==> src/rtl/freq_gate_controller.sv <==
// Gate-time sequencer: toggles the frequency counter's trigger every G' cycles,
// captures counter_output after each gate edge and streams 2^k-reading averages.
module freq_gate_controller #(
    parameter int CNT_WIDTH    = 32,
    parameter int LATCH_DELAY  = 2,
    parameter int AVG_LOG2_MAX = 8
) (
    input  logic                 clk,
    input  logic                 rst,
    input  logic                 start,
    input  logic                 stop,
    input  logic [31:0]          cfg_gate_cycles,
    input  logic [3:0]           cfg_avg_log2,
    input  logic [CNT_WIDTH-1:0] counter_output,
    output logic                 trigger,
    output logic [CNT_WIDTH-1:0] M_AXIS_OUT_tdata,
    output logic                 M_AXIS_OUT_tvalid,
    input  logic                 M_AXIS_OUT_tready,
    output logic                 busy,
    output logic                 overrun
);

    localparam int ACC_W = CNT_WIDTH + AVG_LOG2_MAX;
    localparam int CNT_W = AVG_LOG2_MAX + 1;
    localparam logic [CNT_W-1:0] CNT_ONE  = CNT_W'(1);
    localparam logic [3:0]       AVG_MAX  = 4'(AVG_LOG2_MAX);
    localparam logic [1:0]       DLY_LOAD = 2'(LATCH_DELAY);

    typedef enum logic [1:0] {IDLE, DISCARD, RUN} state_t;

    state_t               state_q, state_d;
    logic [31:0]          gate_q, gate_d;
    logic [3:0]           avg_q, avg_d;
    logic [31:0]          timer_q, timer_d;
    logic                 trig_q, trig_d;
    logic [1:0]           dly_q, dly_d;
    logic [ACC_W-1:0]     acc_q, acc_d;
    logic [CNT_W-1:0]     cnt_q, cnt_d;
    logic [CNT_WIDTH-1:0] tdata_q, tdata_d;
    logic                 tvalid_q, tvalid_d;
    logic                 overrun_q, overrun_d;

    logic [31:0]      gate_eff;
    logic [3:0]       avg_eff;
    logic [ACC_W-1:0] acc_sum;
    logic             capture;
    logic             accept;
    logic             last_reading;

    assign gate_eff     = (cfg_gate_cycles < 32'd4) ? 32'd4 : cfg_gate_cycles;
    assign avg_eff      = (cfg_avg_log2 > AVG_MAX) ? AVG_MAX : cfg_avg_log2;
    assign acc_sum      = acc_q + {{AVG_LOG2_MAX{1'b0}}, counter_output};
    assign capture      = (dly_q == 2'd1);
    assign accept       = tvalid_q & M_AXIS_OUT_tready;
    assign last_reading = ((cnt_q + CNT_ONE) == (CNT_ONE << avg_q));

    always_comb begin
        // NOTE: every next-state signal gets its hold value first, so no path
        // through the branches below can leave one unassigned and infer a latch.
        state_d   = state_q;
        gate_d    = gate_q;
        avg_d     = avg_q;
        timer_d   = timer_q;
        trig_d    = trig_q;
        dly_d     = dly_q;
        acc_d     = acc_q;
        cnt_d     = cnt_q;
        tdata_d   = tdata_q;
        tvalid_d  = tvalid_q;
        overrun_d = overrun_q;

        if (accept) begin
            tvalid_d = 1'b0;
        end

        case (state_q)
            IDLE: begin
                if (start && !stop) begin
                    gate_d    = gate_eff;
                    avg_d     = avg_eff;
                    timer_d   = gate_eff - 32'd1;
                    dly_d     = 2'd0;
                    acc_d     = '0;
                    cnt_d     = '0;
                    overrun_d = 1'b0;
                    state_d   = DISCARD;
                end
            end
            DISCARD, RUN: begin
                if (stop) begin
                    // Abort drops the partial average and any capture in flight.
                    dly_d   = 2'd0;
                    acc_d   = '0;
                    cnt_d   = '0;
                    state_d = IDLE;
                end else begin
                    if (dly_q != 2'd0) begin
                        dly_d = dly_q - 2'd1;
                    end
                    if (timer_q == 32'd0) begin
                        trig_d  = ~trig_q;
                        timer_d = gate_q - 32'd1;
                        dly_d   = DLY_LOAD;
                    end else begin
                        timer_d = timer_q - 32'd1;
                    end

                    if (capture) begin
                        if (state_q == DISCARD) begin
                            state_d = RUN;
                        end else if (last_reading) begin
                            tdata_d  = CNT_WIDTH'(acc_sum >> avg_q);
                            tvalid_d = 1'b1;
                            if (tvalid_q && !M_AXIS_OUT_tready) begin
                                overrun_d = 1'b1;
                            end
                            acc_d = '0;
                            cnt_d = '0;
                        end else begin
                            acc_d = acc_sum;
                            cnt_d = cnt_q + CNT_ONE;
                        end
                    end
                end
            end
            default: state_d = IDLE;
        endcase
    end

    always_ff @(posedge clk) begin
        // NOTE: non-blocking assignments so every register samples the
        // pre-edge values of the others, independent of statement order.
        if (rst) begin
            state_q   <= IDLE;
            gate_q    <= '0;
            avg_q     <= '0;
            timer_q   <= '0;
            trig_q    <= 1'b0;
            dly_q     <= '0;
            acc_q     <= '0;
            cnt_q     <= '0;
            tdata_q   <= '0;
            tvalid_q  <= 1'b0;
            overrun_q <= 1'b0;
        end else begin
            state_q   <= state_d;
            gate_q    <= gate_d;
            avg_q     <= avg_d;
            timer_q   <= timer_d;
            trig_q    <= trig_d;
            dly_q     <= dly_d;
            acc_q     <= acc_d;
            cnt_q     <= cnt_d;
            tdata_q   <= tdata_d;
            tvalid_q  <= tvalid_d;
            overrun_q <= overrun_d;
        end
    end

    assign trigger           = trig_q;
    assign M_AXIS_OUT_tdata  = tdata_q;
    assign M_AXIS_OUT_tvalid = tvalid_q;
    assign busy              = (state_q != IDLE);
    assign overrun           = overrun_q;

endmodule

==> config.mk <==
export PLATFORM = sky130hd
export DESIGN_NAME = freq_gate_controller
export DESIGN_NICKNAME = d
export VERILOG_FILES = /design/src/rtl/freq_gate_controller.sv
export SDC_FILE = /design/constraint.sdc
export NUM_CORES = 1
export LEC_CHECK = 0
export BUFFER_PORTS_ARGS = -buffer_cell sky130_fd_sc_hd__buf_2
export CORE_AREA = 2 2 155 157
export DETAILED_ROUTE_END_ITERATION = 10
export DIE_AREA = 0 0 157 159
export PLACE_DENSITY_LB_ADDON = 0.12
export SKIP_CTS_REPAIR_TIMING = 1
export SLEW_MARGIN = 20
export SYNTH_ARGS = -nofsm -noshare
export SYNTH_HDL_FRONTEND = slang
export SYNTH_SLANG_ARGS = --single-unit
export TNS_END_PERCENT = 5
==> constraint.sdc <==
create_clock -name clk -period 9.6 [get_ports clk]
set_input_delay 0.96 -clock clk [delete_from_list [all_inputs] [get_ports clk]]
set_output_delay 0.96 -clock clk [all_outputs]
set_load 0.01 [all_outputs]
* Word level (Yosys, flattened, before mapping) *
Index checks and enable logic that the tools add are counted.

word-level totals
  input bits = 73
  memories kept = 0
  output and inout port bits = 36
  latch bits = 0
  bits in read-only memories = 0
  RAM bits = 0
  register bits = 156
  word-level logic and storage cells = 98

operators by class
  reduce and logical (&&, ||, !) cells = 18
  multiply operators = 0
  equality and inequality tests = 14
  bitwise logic cells = 4
  shift operators = 2
  muxes and demuxes = 41
  div/mod/pow operators = 0
  add/subtract/negate cells = 6
  magnitude comparators = 2

operators by type and width
  kind                                                                            count
  40-bit two-way mux                                                              5
  32-bit two-way mux                                                              4
  32-bit by 1-bit subtractor with 32-bit output (second input constant)           3
  40-bit case mux with 2 select lines                                             1
  32-bit case mux with 2 select lines                                             1
  9-bit two-way mux                                                               5
  40-bit by 32-bit adder with 40-bit output                                       1
  40-bit by 4-bit right shift with 32-bit output                                  1
  32-bit zero test                                                                1
  32-bit by 3-bit less-than comparator with 1-bit output (second input constant)  1
  9-bit case mux with 2 select lines                                              1
  2-bit two-way mux                                                               8
  1-bit two-way mux                                                               12
  2-bit != test (second input constant)                                           6
  3-bit AND reduction                                                             4
  9-bit by 1-bit adder with 9-bit output (second input constant)                  1
  9-bit == test                                                                   1
  3-bit != test (second input constant)                                           3
  1-bit by 4-bit << shifter with 9-bit output (first input constant)              1
  2-bit case mux with 2 select lines                                              2
  7-bit AND reduction                                                             1
  2-bit nonzero test                                                              3
  5-bit AND reduction                                                             1
  2-bit by 1-bit == test with 1-bit output (second input constant)                2
  14 further kinds                                                                18

* Logic depth before layout (Yosys ltp) *
  word-level depth = 8
  gate-level depth with buffers = 17
  depth with buffers taken out = 14

* Worst setup path after synthesis *
No wires, ideal clock.

  path type = input to register
  from = input port counter_output[0]
  to = register tdata_q[20] (netlist: M_AXIS_OUT_tdata[20])
  arrival time = 3.944 ns
  cell stages on the path = 13
  slack = 5.535 ns
  buffers on the path = 0
  setup time = 0.122 ns
  data required time = 9.478 ns
  cells stage by stage = ha_1 -> fa_1 -> a21o_1 -> a221o_1 -> nand4_2 -> a21oi_2 -> o2111ai_4 -> nand2_1 -> xor2_1 -> mux4_2 -> a21o_1 -> and3_1 -> a221o_1

on the way
  cells in the longest elaborated chain, start to end = 2

ends and longest elaborated chain
  what                                            line  source
  start, declared                                 14    input logic [CNT_WIDTH-1:0] counter_output,
  40-bit by 32-bit adder with 40-bit output       52    assign acc_sum = acc_q + {{AVG_LOG2_MAX{1'b0}}, counter_output};
  40-bit by 4-bit right shift with 32-bit output  112   tdata_d = CNT_WIDTH'(acc_sum >> avg_q);
  end signal, assigned                            154   tdata_q <= tdata_d;
  end, declared                                   39    logic [CNT_WIDTH-1:0] tdata_q, tdata_d;

Every way passes these cells.
A chain may end at the register's enable or synchronous reset.

* Worst setup path in the final report *
  from = register avg_q[0]
  to = register tdata_q[16] (netlist: M_AXIS_OUT_tdata[16])

on the way
  cells in the longest elaborated chain, start to end = 3
  elaborated cells on any way between the ends = 4
  those cells by class = eq/ne: 1; shift: 2; reduce/logical: 1

ends and longest elaborated chain
  what                                         line  source
  start, declared                              33    logic [3:0] avg_q, avg_d;
  start signal, assigned                       148   avg_q <= avg_d;
  1-bit by 4-bit << shifter with 9-bit output  55    assign last_reading = ((cnt_q + CNT_ONE) == (CNT_ONE << avg_q));
  9-bit == test                                55
  5-bit AND reduction (no line)                --

Parallel ways exist; a longest one is shown, timed or not.

==> summary.md <==
| Metric | Value |
|---|---|
| Status | `completed` |
| PwrDens | `171.9 nW/um^2` |
| Top post-synthesis cells by count | `nor2_1, a21oi_1, dfxtp_1` |
| Worst skew pair latency | `0.44 ns` |
| First-pass GRT wire length | `56320 um` |
| Synth Warn # | `0` |
| Min-Delay Path Class | `reg2reg` |
| Crit path time final | `4.532 ns` |
| Post-synth top flop | `dfxtp_1` |
| Largest net degree at the start of global routing | `81` |
| CTS buffer count | `17` |
| FF-to-FF End | `M_AXIS_OUT_tdata[16]` |
| Routed WL | `35210 um` |
| Seq/Total Area, Yosys | `0.2728` |
| Hold Path Sink | `M_AXIS_OUT_tdata[5]` |
| Post-route core utilization | `0.5471` |
| Ys async rst share | `0` |
| Max Slew Vio Count | `0` |
| Core ar. | `23190 um^2` |
| Initial Util | `0.4935` |
| Fin. Hold Viols | `0` |
| Detailed Place HPWL | `25260 um` |
| Mapped Cells | `1523` |
| VDD IR-drop max | `0.0001295 V` |
| CTS sink count | `156` |
| FF-to-FF Start | `avg_q[0]` |
| Routed length per instance | `18.60 um` |
| GPL Wtd Cong | `0.9064` |
| ANT cells | `0` |
| Synth cell types | `91` |
| CP startpoint kind | `register` |
| H-tree depth | `4` |
| Yosys top cell area share | `0.2728` |
| Most used cell, CP | `buf_4` |
| # DRC | `0` |
| Critical Path RT | `9.87 ns` |
| MaxCap Viol Count | `0` |
| Post-route setup TNS | `0 ns` |
| PortBufs | `108` |
| Via-to-Cell Ratio | `6.165` |
| Max Freq | `220.6 MHz` |
| Syn_area_per_cell | `7.515 um^2` |
| Final setup skew | `0.01376 ns` |
| Ratio of cells with drive above 1 in the final layout | `0.1309` |
| Most common cell in the netlist | `nor2_1` |
| Yosys top cell by area | `dfxtp_1` |
| Fillers | `2273` |
| WP data arrival | `4.81 ns` |
| Final ANT Viol Nets | `0` |
| Worst reg-to-reg setup slack | `5.07 ns` |
| Worst-path maximum fanout | `37` |
| Top post-synthesis cells by area | `dfxtp_1, a21oi_1, nor2_1, nand2_1, ha_1` |
| DP Area | `12130 um^2` |
| Global Route Usage Sum | `0.2780` |
| Antenna violations before repair | `0` |
| Die area | `24960 um^2` |
| Pleak | `5.124 nW` |
| Syn nets | `1636` |
| Inst Count DP | `1861` |
| Total number of vias | `11670` |
| FF-to-FF path depth | `11` |
| Initial drt markers | `1037` |
| Hold wc startpoint | `M_AXIS_OUT_tdata[5]` |
| Die W | `157 um` |
| Reg clk slew, reported paths | `0.07 ns` |
| Worst-margin pin slew | `0.9215 ns` |
| Synthesis-stage register bit count | `156` |
| Final setup vio count | `0` |
| Worst setup EP type | `register` |
| Critical Path Slowest Stage Cell | `clkinv_1` |
| Post-Synthesis Cell Area | `11450 um^2` |
| Clock tree root buffer cell | `clkbuf_16` |
| Hold depth | `2` |
| RSZ-0062 raised after global routing | `false` |
| Num rows | `56` |
| P&R area growth vs syn | `10.85%` |
| Worst slew margin | `0.3857` |
| CTS tree | `yes` |
| Die height | `159 um` |
| Crit path largest cell delay | `0.66 ns` |
| Post-route cell area | `12690 um^2` |
| CP cell instances | `buf_4, clkinv_1, buf_4, o22ai_1, o21ai_0, or4_4, a211oi_4, and3_1, inv_2, a2111oi_0, nor4_1` |
| Non-Filler Instances | `1893` |
| EDFF count, synth | `0` |
| Nets | `1674` |
| Bufs on Longest Clock Path | `2` |
| Kind of critical path | `reg2reg` |
| DRT Pass-1 Iters | `6` |
| Grt ovf | `0` |
| Top-level I/O count | `109` |
| Final Cycle Share | `0.4721` |
| Vias in the first global route | `10480` |
[worst max-delay path, delay by kind of cell, from the launching register on]
family / cells / cell delay, ns
buffers and inverters: 4 / 1.75
AND/OR/NAND/NOR: 3 / 1.22
AO/OA/AOI/OAI: 4 / 1.07
flip-flops: 1 / 0.31
[registers in the layout (all words and copies together) (netlist names)]
signal	count
acc_q	40
gate_q	32
M_AXIS_OUT_tdata	32
M_AXIS_OUT_tvalid	1
overrun	1
dly_q	2
avg_q	4
trigger	1
timer_q	32
cnt_q	9
state_q	2
[worst max-delay path by stage]
stage | from | slack (ns) | endpoint | depth (start not counted)
6_report | avg_q[0] | 5.07 | M_AXIS_OUT_tdata[16] | 11
5_1_grt | avg_q[0] | 4.88 | M_AXIS_OUT_tdata[16] | 11
4_1_cts | avg_q[0] | 5.17 | M_AXIS_OUT_tdata[16] | 11
3_5_place_dp | counter_output[0] | 5.07 | M_AXIS_OUT_tdata[14] | 14
3_3_place_gp | cfg_gate_cycles[7] | 5.13 | timer_q[20] | 14
2_1_floorplan | counter_output[0] | 5.53 | M_AXIS_OUT_tdata[20] | 13
[metrics by stage]
step / total power, W / worst slack (ns) / hold slack [ns]
after floorplan: 0.001309 / 5.535 / 0.4363
after CTS: 0.002182 / 5.171 / 0.4577
after detailed placement: 0.001516 / 5.072 / 0.4466
after global routing: 0.002304 / 4.875 / 0.4740
final: 0.002181 / 5.068 / 0.4554
after global placement: 0.001510 / 5.128 / 0.4426
[per-layer routing]
metal  up-vias  track usage  share of wire
met5         -            0              0
met2       425       0.4013           0.42
met3        55      0.03566          0.070
met1      5510       0.4298           0.49
li1       5681            -              -
met4         0      0.07715          0.018
[area by class of cell]
class                           instances  area [um^2]  share of cell area
Clock inverter                         14        133.9             0.01055
Clock buffer                           18        429.2             0.03382
Timing Repair Buffer                  124        663.1             0.05226
Multi-Input combinational cell       1212         7751              0.6109
Sequential cell                       156         3124              0.2462
Inverter                               50        187.7             0.01479
Tap cell                              319        399.1             0.03146
[cells by family after synthesis]
kind of cell,count (synthesis),synth area share
mux,60,0.06559
flops,156,0.2728
simple gates,535,0.2216
xor+xnor,72,0.05509
buf+inv,155,0.05356
fa+ha+maj,40,0.04438
compound gates,505,0.2869
[report_power, final]
part | switching [W] | leakage, nW | total (W) | internal (W)
Combinational | 0.000510 | 3.58 | 0.000777 | 0.000267
Clock | 0.000301 | 0.277 | 0.000663 | 0.000362
Sequential | 0.0000423 | 1.27 | 0.000740 | 0.000698
Total | 0.000853 | 5.12 | 0.00218 | 0.00133
[cell usage in the layout, fill, tap and decap left out, types with 6 or more instances in the layout]
cell type / n
mux2i_1: 42
nand4_1: 16
dfxtp_1: 155
xor2_1: 23
o22ai_1: 9
nand3b_1: 15
xnor2_1: 49
a22oi_1: 36
a211oi_1: 40
o21a_1: 9
a221o_1: 7
a21o_1: 24
and3_1: 26
nor3_1: 34
a21oi_1: 167
nor4_1: 23
nor2_1: 168
a31oi_1: 13
clkbuf_16: 17
ha_1: 39
and2_1: 16
nand2_1: 153
mux2_2: 7
o31ai_1: 6
buf_4: 17
o21ai_0: 96
a211o_1: 9
o211ai_1: 10
buf_2: 107
inv_1: 46
or3_1: 10
nand3_1: 35
o311ai_0: 10
nor2b_1: 6
mux4_2: 10
(Power assumes the default switching activity.)
